`src/rtl/p2_pkg.sv`:
```
// Shared types and constants for the serial word receiver.
package p2_pkg;
  typedef enum logic [1:0] {IDLE, SHIFT, PARITY, DONE} rx_state_t;
  localparam int WORD_W = 16;
endpackage

```
`src/rtl/rx_bit_counter.sv`:
```
// Counts accepted bits within a frame; tc flags that the current bit is the last data bit.
module rx_bit_counter #(
  parameter int WIDTH = 16
) (
  input  logic clk,
  input  logic rst,
  input  logic clear,
  input  logic en,
  output logic tc
);
  localparam int CNT_W = (WIDTH > 1) ? $clog2(WIDTH) : 1;

  logic [CNT_W-1:0] count;

  always_ff @(posedge clk or negedge rst) begin
    if (!rst) begin
      count <= '0;
    end else if (clear) begin
      count <= '0;
    end else if (en) begin
      count <= count + CNT_W'(1);
    end
  end

  assign tc = (count == CNT_W'(WIDTH - 1));
endmodule

```
`src/rtl/serial_word_rx.sv`:
```
// Serial-to-parallel word receiver with optional even parity, feeding a parallel-load
// holding register through data_out and a one-cycle load strobe.
module serial_word_rx
  import p2_pkg::*;
#(
  parameter int WIDTH     = WORD_W,
  parameter bit MSB_FIRST = 1'b1,
  parameter bit PARITY_EN = 1'b0
) (
  input  logic             clk,
  input  logic             rst,
  input  logic             start,
  input  logic             bit_en,
  input  logic             serial_in,
  output logic [WIDTH-1:0] data_out,
  output logic             load,
  output logic             busy,
  output logic             parity_err,
  output rx_state_t        state
);
  logic [WIDTH-1:0] shift;
  logic [WIDTH-1:0] shift_next;
  logic             cnt_clear;
  logic             cnt_en;
  logic             last_bit;

  // The counter stops at WIDTH-1 so it never wraps; the FSM leaves SHIFT on that bit.
  assign cnt_clear = (state == IDLE) && start;
  assign cnt_en    = (state == SHIFT) && bit_en && !last_bit;

  rx_bit_counter #(.WIDTH(WIDTH)) u_bit_counter (
    .clk   (clk),
    .rst   (rst),
    .clear (cnt_clear),
    .en    (cnt_en),
    .tc    (last_bit)
  );

  always_comb begin
    shift_next = shift;
    if (MSB_FIRST) begin
      shift_next = {shift[WIDTH-2:0], serial_in};
    end else begin
      shift_next = {serial_in, shift[WIDTH-1:1]};
    end
  end

  // Outputs are registered on the transition edge so load/busy line up with the DONE cycle.
  always_ff @(posedge clk or negedge rst) begin
    if (!rst) begin
      state      <= IDLE;
      shift      <= '0;
      data_out   <= '0;
      load       <= 1'b0;
      busy       <= 1'b0;
      parity_err <= 1'b0;
    end else begin
      load       <= 1'b0;
      parity_err <= 1'b0;
      case (state)
        IDLE: begin
          if (start) begin
            state <= SHIFT;
            busy  <= 1'b1;
          end
        end
        SHIFT: begin
          if (bit_en) begin
            shift <= shift_next;
            if (last_bit) begin
              if (PARITY_EN) begin
                state <= PARITY;
              end else begin
                state    <= DONE;
                data_out <= shift_next;
                load     <= 1'b1;
                busy     <= 1'b0;
              end
            end
          end
        end
        PARITY: begin
          if (bit_en) begin
            busy <= 1'b0;
            if ((^shift) ^ serial_in) begin
              parity_err <= 1'b1;
              state      <= IDLE;
            end else begin
              state    <= DONE;
              data_out <= shift;
              load     <= 1'b1;
            end
          end
        end
        DONE: begin
          state <= IDLE;
        end
        default: begin
          state <= IDLE;
        end
      endcase
    end
  end
endmodule

```
`config.mk`:
```
export PLATFORM = sky130hd
export DESIGN_NAME = serial_word_rx
export DESIGN_NICKNAME = d
export VERILOG_FILES = /design/src/rtl/p2_pkg.sv /design/src/rtl/rx_bit_counter.sv /design/src/rtl/serial_word_rx.sv
export SDC_FILE = /design/constraint.sdc
export NUM_CORES = 1
export LEC_CHECK = 0
export CAP_MARGIN = 10
export CELL_PAD_IN_SITES_DETAIL_PLACEMENT = 1
export CELL_PAD_IN_SITES_GLOBAL_PLACEMENT = 1
export CORE_UTILIZATION = 48
export DETAILED_ROUTE_END_ITERATION = 16
export GPL_TIMING_DRIVEN = 1
export PLACE_DENSITY_LB_ADDON = 0.12
export SLEW_MARGIN = 40
export SYNTH_ARGS = -nofsm -noshare
export SYNTH_HDL_FRONTEND = slang
export SYNTH_SLANG_ARGS = --single-unit
```
`constraint.sdc`:
```
create_clock -name clk -period 5.58 [get_ports clk]
set_input_delay 1.116 -clock clk [delete_from_list [all_inputs] [get_ports clk]]
set_output_delay 1.116 -clock clk [all_outputs]
set_load 0.02 [all_outputs]
```
Word level (Yosys, flattened, before mapping)
Cells that the tools add are included.

storage, ports and cells
  bits of input ports = 5
  bits in registers = 41
  output and inout bits = 21
  logic and storage cells = 57

cells by class
  mux-type cells = 26
  add/subtract/negate cells = 1
  reductions and logical operators = 13
  equal/unequal tests = 9
  bitwise operators = 1

operator list
  kind                   number
  $mux W16               4
  $pmux W16 S2           1
  $reduce_xor A16 Y1     1
  $mux W1                11
  $mux W2                5
  $ne A2 B2 Y1 const B   5
  $reduce_and A5 Y1      2
  $mux W4                2
  $pmux W2 S4            1
  $add A4 B1 Y4 const B  1
  $eq A2 B2 Y1 const B   2
  $eq A4 B4 Y1 const B   1
  $reduce_and A4 Y1      1
  $reduce_bool A2 Y1     2
  $logic_and A1 B1 Y1    3
  $pmux W1 S3            1
  $reduce_bool A3 Y1     1
  $eq A2 B1 Y1 const B   1
  $logic_not A2 Y1       1
  $pmux W1 S2            1
  $reduce_and A2 Y1      1
  $logic_not A1 Y1       1
  $xor A1 B1 Y1          1

Depth between registers and ports, before layout
  word-level depth = 5
  depth in mapped cells = 8
  depth with buffers taken out = 7

By module
From an unflattened synthesis, not the netlist that was laid out.

unflattened totals
  cells, all modules = 149
  area total of the unflattened synthesis = 2109.5 µm²

by module, submodules not included
  module          instances  cells each  area each (µm²)  seq. area each (µm²)
  serial_word_rx  1          132         1910.6           925.9
  rx_bit_counter  1          17          198.9            100.1

Least setup slack after synthesis
OpenSTA, ideal clock, no wires.

  path kind = input to register
  start = input port serial_in
  end = register data_out[0]
  buffers on the path = 2
  stages = 7
  required time = 5.457 ns
  arrival = 2.455 ns
  path slack = 3.002 ns
  cell sequence = xnor2_1 -> xnor2_1 -> xnor3_1 -> o21ba_1 -> buf_6 -> buf_6 -> o221a_1

on the way
  longest elaborated chain between the ends = 3
  elaborated cells between the ends (all ways) = 6
  those cells by class = eq/ne (1); mux (3); bitwise (1); reduce/logical (1)

RTL lines
  element                                                             line                                        RTL
  start, declared                                                     serial_word_rx.sv:14                        input logic serial_in,
  $xor A1 B1 Y1 or $mux W16 (tied branches)                           serial_word_rx.sv:85, serial_word_rx.sv:70
  $ne A2 B2 Y1 (no source line) or $mux W16 (tied branches)           n/a
  $reduce_and A5 Y1 (no source line) or $pmux W16 S2 (tied branches)  n/a
  end signal, assigned                                                serial_word_rx.sv:75                        data_out <= shift_next;
  end signal, assigned                                                serial_word_rx.sv:90                        data_out <= shift;
  end, declared                                                       serial_word_rx.sv:15                        output logic [WIDTH-1:0] data_out,

Parallel ways exist; a longest one is shown, timed or not. The select of a mux whose other input is x is not followed.
A chain may end at the register's enable or synchronous reset.

Worst setup path after layout
  start = input port bit_en
  end = register data_out[6]

on the way
  longest elaborated chain between the ends = 2
  elaborated cells between the ends (all ways) = 3
  those cells by class = eq/ne (2); reduce/logical (1)

RTL lines
  element                               line                  RTL
  start, declared                       serial_word_rx.sv:13  input logic bit_en,
  $ne A2 B2 Y1 (no source line)         n/a
  $reduce_and A5 Y1 (no source line) *  n/a

Mark *: on every way between the ends. The rest lies on a longest branch, timed or not.

==> results_dict.tcl <==
set metrics [dict create \
    routed_wl_mm 4.26 \
    die-width_um 66.8 \
    antenna_found_initial 0 \
    power_frac_comb_pct 56.7 \
    fin_tns_setup_ns 0 \
    first_global_vias 1402 \
    postSynthAreaPerCell_sq_um 12.8 \
    wl_met2_mm 2.25 \
    grt_start_max_net_pins 42 \
    clockBufferDepth 2 \
    finalSetupViolCount 0 \
    async_flop_share_pct 100 \
    layout.nets 193 \
    insertion_delay_ns 0.29 \
    cts_buffers 5 \
    relSlewSlack_pct 56.6 \
    rows 23 \
    outcome "finished, final reports clean" \
    place.gp.congestion 0.761 \
    netlist_instances 157 \
    hold_path.class "flop to flop" \
    p_sw_mw 0.712 \
    powerDensity_mw_per_mm2 778 \
    root_buffer "clkbuf_8" \
    seqPwrFrac_pct 30.2 \
    ys_types 31 \
    clk_pin_slew_worst_paths_ns 0.07 \
    cts.sinks 41 \
    met3_wirelength_um 110 \
    yosysSeqAreaShare_pct 50.9 \
    hold_viol 0 \
    critPathRequiredTime_ns 5.81 \
    skew_ns 0.00658 \
    worstSetupEndpointType "flop" \
    wl_per_cell_um 18.4 \
    p_leak_nw 1.05 \
    clkPwrFrac_pct 13.1 \
    drt.antenna.violating_nets 0 \
    placed_cells 224 \
    cts_resized 0 \
    min_period_ns 3.13 \
    synth-warning-count 0 \
    fmax_ghz 0.320 \
    final_cells 232 \
    ios 26 \
    io_buffers 25 \
    synth-edff-count 0 \
    area_delta_synth_final_pct 19.0 \
    rsz0062_at_grt "no" \
    vdd_drop_max_mv 0.397 \
    firstDrtPassIters 4 \
    tritoncts "built" \
    drt_iter0_markers 67 \
    crit_arrival_ns 3.35 \
    start_util_pct 50.0 \
    crit_type "input pin to flop" \
    dieArea_sq_mm 0.00446 \
    ctsHoldBuffers 0 \
    chipHeight_um 66.8 \
    maxSlewViolCount 0 \
    synth-seq-cells 41 \
    worstMarginPinSlew_ns 0.644 \
    via_per_inst 5.81 \
    dpl.hpwl_mm 2.91 \
    mappedNetlistArea_sq_mm 0.00201 \
    drive_gt1_share_pct 17.0 \
    p_sw_share_pct 38.2 \
    internal_power_mw 1.15 \
    core_region_area_sq_mm 0.00403 \
    maxCapViolations 0 \
    ys.flop_type "dfrtp_1" \
    crit_fanout 17 \
    grt_pass1_wl_mm 7.11 \
    globalRoute.totalOverflow 0 \
    cts_setup_buffers 0 \
    post-route-period-util_pct 56.0 \
    grtUsageTotal_pct 22.0 \
    insertedDiodeCount 0 \
    fillCellCount 406 \
    htree_levels 2 \
    vias 1349 \
    drc 0 \
    worst_setup_path_start_kind "input pin" \
    syn-num-nets 169 \
    m1WireLength_mm 1.84 \
    top_layer "met4" \
]
==> flip-flops by register name, indices dropped and copies added (netlist names) <==
signal               cells
busy                     1
data_out                16
state                    2
u_bit_counter.count      4
parity_err               1
load                     1
shift                   16
==> power by group through the flow <==
stage,sequential (mW),combinational [mW],clock [mW]
after floorplan,0.625,0.721,0
after global placement,0.559,1.03,0
after detailed placement,0.570,1.06,0
after CTS,0.565,1.07,0.250
after global routing,0.584,1.16,0.258
final,0.563,1.06,0.244
==> cells in the final DEF, fill, tap and decap left out, types with 2 or more instances in the layout <==
cell             count
mux2_2              16
clkbuf_8             6
xnor2_1              8
xnor3_1              4
o221a_1             10
a21oi_1              6
dfrtp_1             41
xor2_1               2
nor2_1               5
clkdlybuf4s50_1     24
or3_1               16
nand3_1              3
inv_1                4
ha_1                 7
o221a_2              6
nand2_1              4
o21ai_0              3
==> per-stage QoR <==
stage | hold WS, ns | total power [mW] | utilization, % | instance area, sq um | worst slack (ns)
after CTS | 0.538 | 1.89 | 59.4 | 2390 | 2.45
after global routing | 0.566 | 2.00 | 59.5 | 2400 | 2.35
final | 0.534 | 1.87 | 59.5 | 2400 | 2.45
after detailed placement | 0.519 | 1.63 | 56.6 | 2280 | 2.17
after global placement | 0.495 | 1.59 | 56.5 | 2280 | 2.26
after floorplan | 0.525 | 1.35 | - | 2010 | 3.00
==> Yosys cell counts (all sizes together) (4+ instances only) <==
cell type   n  area share [%]
a21oi       6             1.5
nand2       5            0.93
mux2       16             8.9
inv         4            0.75
ha          7             4.3
clkbuf      5            0.93
dfrtp      41              51
or3        16             5.0
xnor2       8             3.5
o221a      16             8.9
xnor3       4             4.5
nor2        5            0.93
==> per-layer routing <==
| layer | global-route usage (%) | vias to the layer above |
|---|---|---|
| met5 | 0 | - |
| met4 | 7.71 | 0 |
| met3 | 5.31 | 6 |
| met2 | 36.4 | 19 |
| met1 | 28.0 | 695 |
| li1 | - | 629 |
==> logic make-up (layout without fill, tap and decap cells) <==
family / Yosys count / after routing / share of synthesized area (%)
AO/OA/AOI/OAI: 33 / 33 / 14.4
XOR/XNOR: 14 / 14 / 8.82
adder cells (fa/ha/maj): 7 / 7 / 4.35
buffers and inverters: 12 / 37 / 3.04
flip-flops: 41 / 41 / 50.9
multiplexers: 17 / 17 / 9.44
AND/OR/NAND/NOR: 33 / 33 / 9.01
==> final cells by class <==
type / count / area (sq um) / share of cell area [%]
clock buffer: 7 / 86.3 / 3.60
clock inverter: 1 / 30.0 / 1.25
inverter: 4 / 15.0 / 0.626
multi-input combinational: 104 / 930 / 38.8
sequential: 41 / 1030 / 42.8
tap: 50 / 62.6 / 2.61
timing repair buffer: 25 / 248 / 10.3
==> worst max-delay path, stage by stage <==
cell	delay [ns]
clkdlybuf4s50_1	0.61
nand4_1	0.16
a211o_1	0.47
o21ba_1	0.68
o221a_2	0.31
==> path summary, 6_finish.rpt <==
kind                                 startpoint                       to  slack [ns]  cells past startpoint
max                                      bit_en  data_out[6]$_DFFE_PN0P_        2.45                      5
min                            busy$_DFFE_PN0P_         busy$_DFFE_PN0P_        0.53                      2
max reg2reg                state[0]$_DFFE_PN0P_  data_out[6]$_DFFE_PN0P_        2.77                      6
min reg2reg                    busy$_DFFE_PN0P_         busy$_DFFE_PN0P_        0.53                      2
max in group asynchronous                   rst           load$_DFF_PN0_        4.42                      1
min in group asynchronous                   rst     shift[9]$_DFFE_PN0P_        0.79                      1
Note: power is estimated with default switching activity, not from simulation.
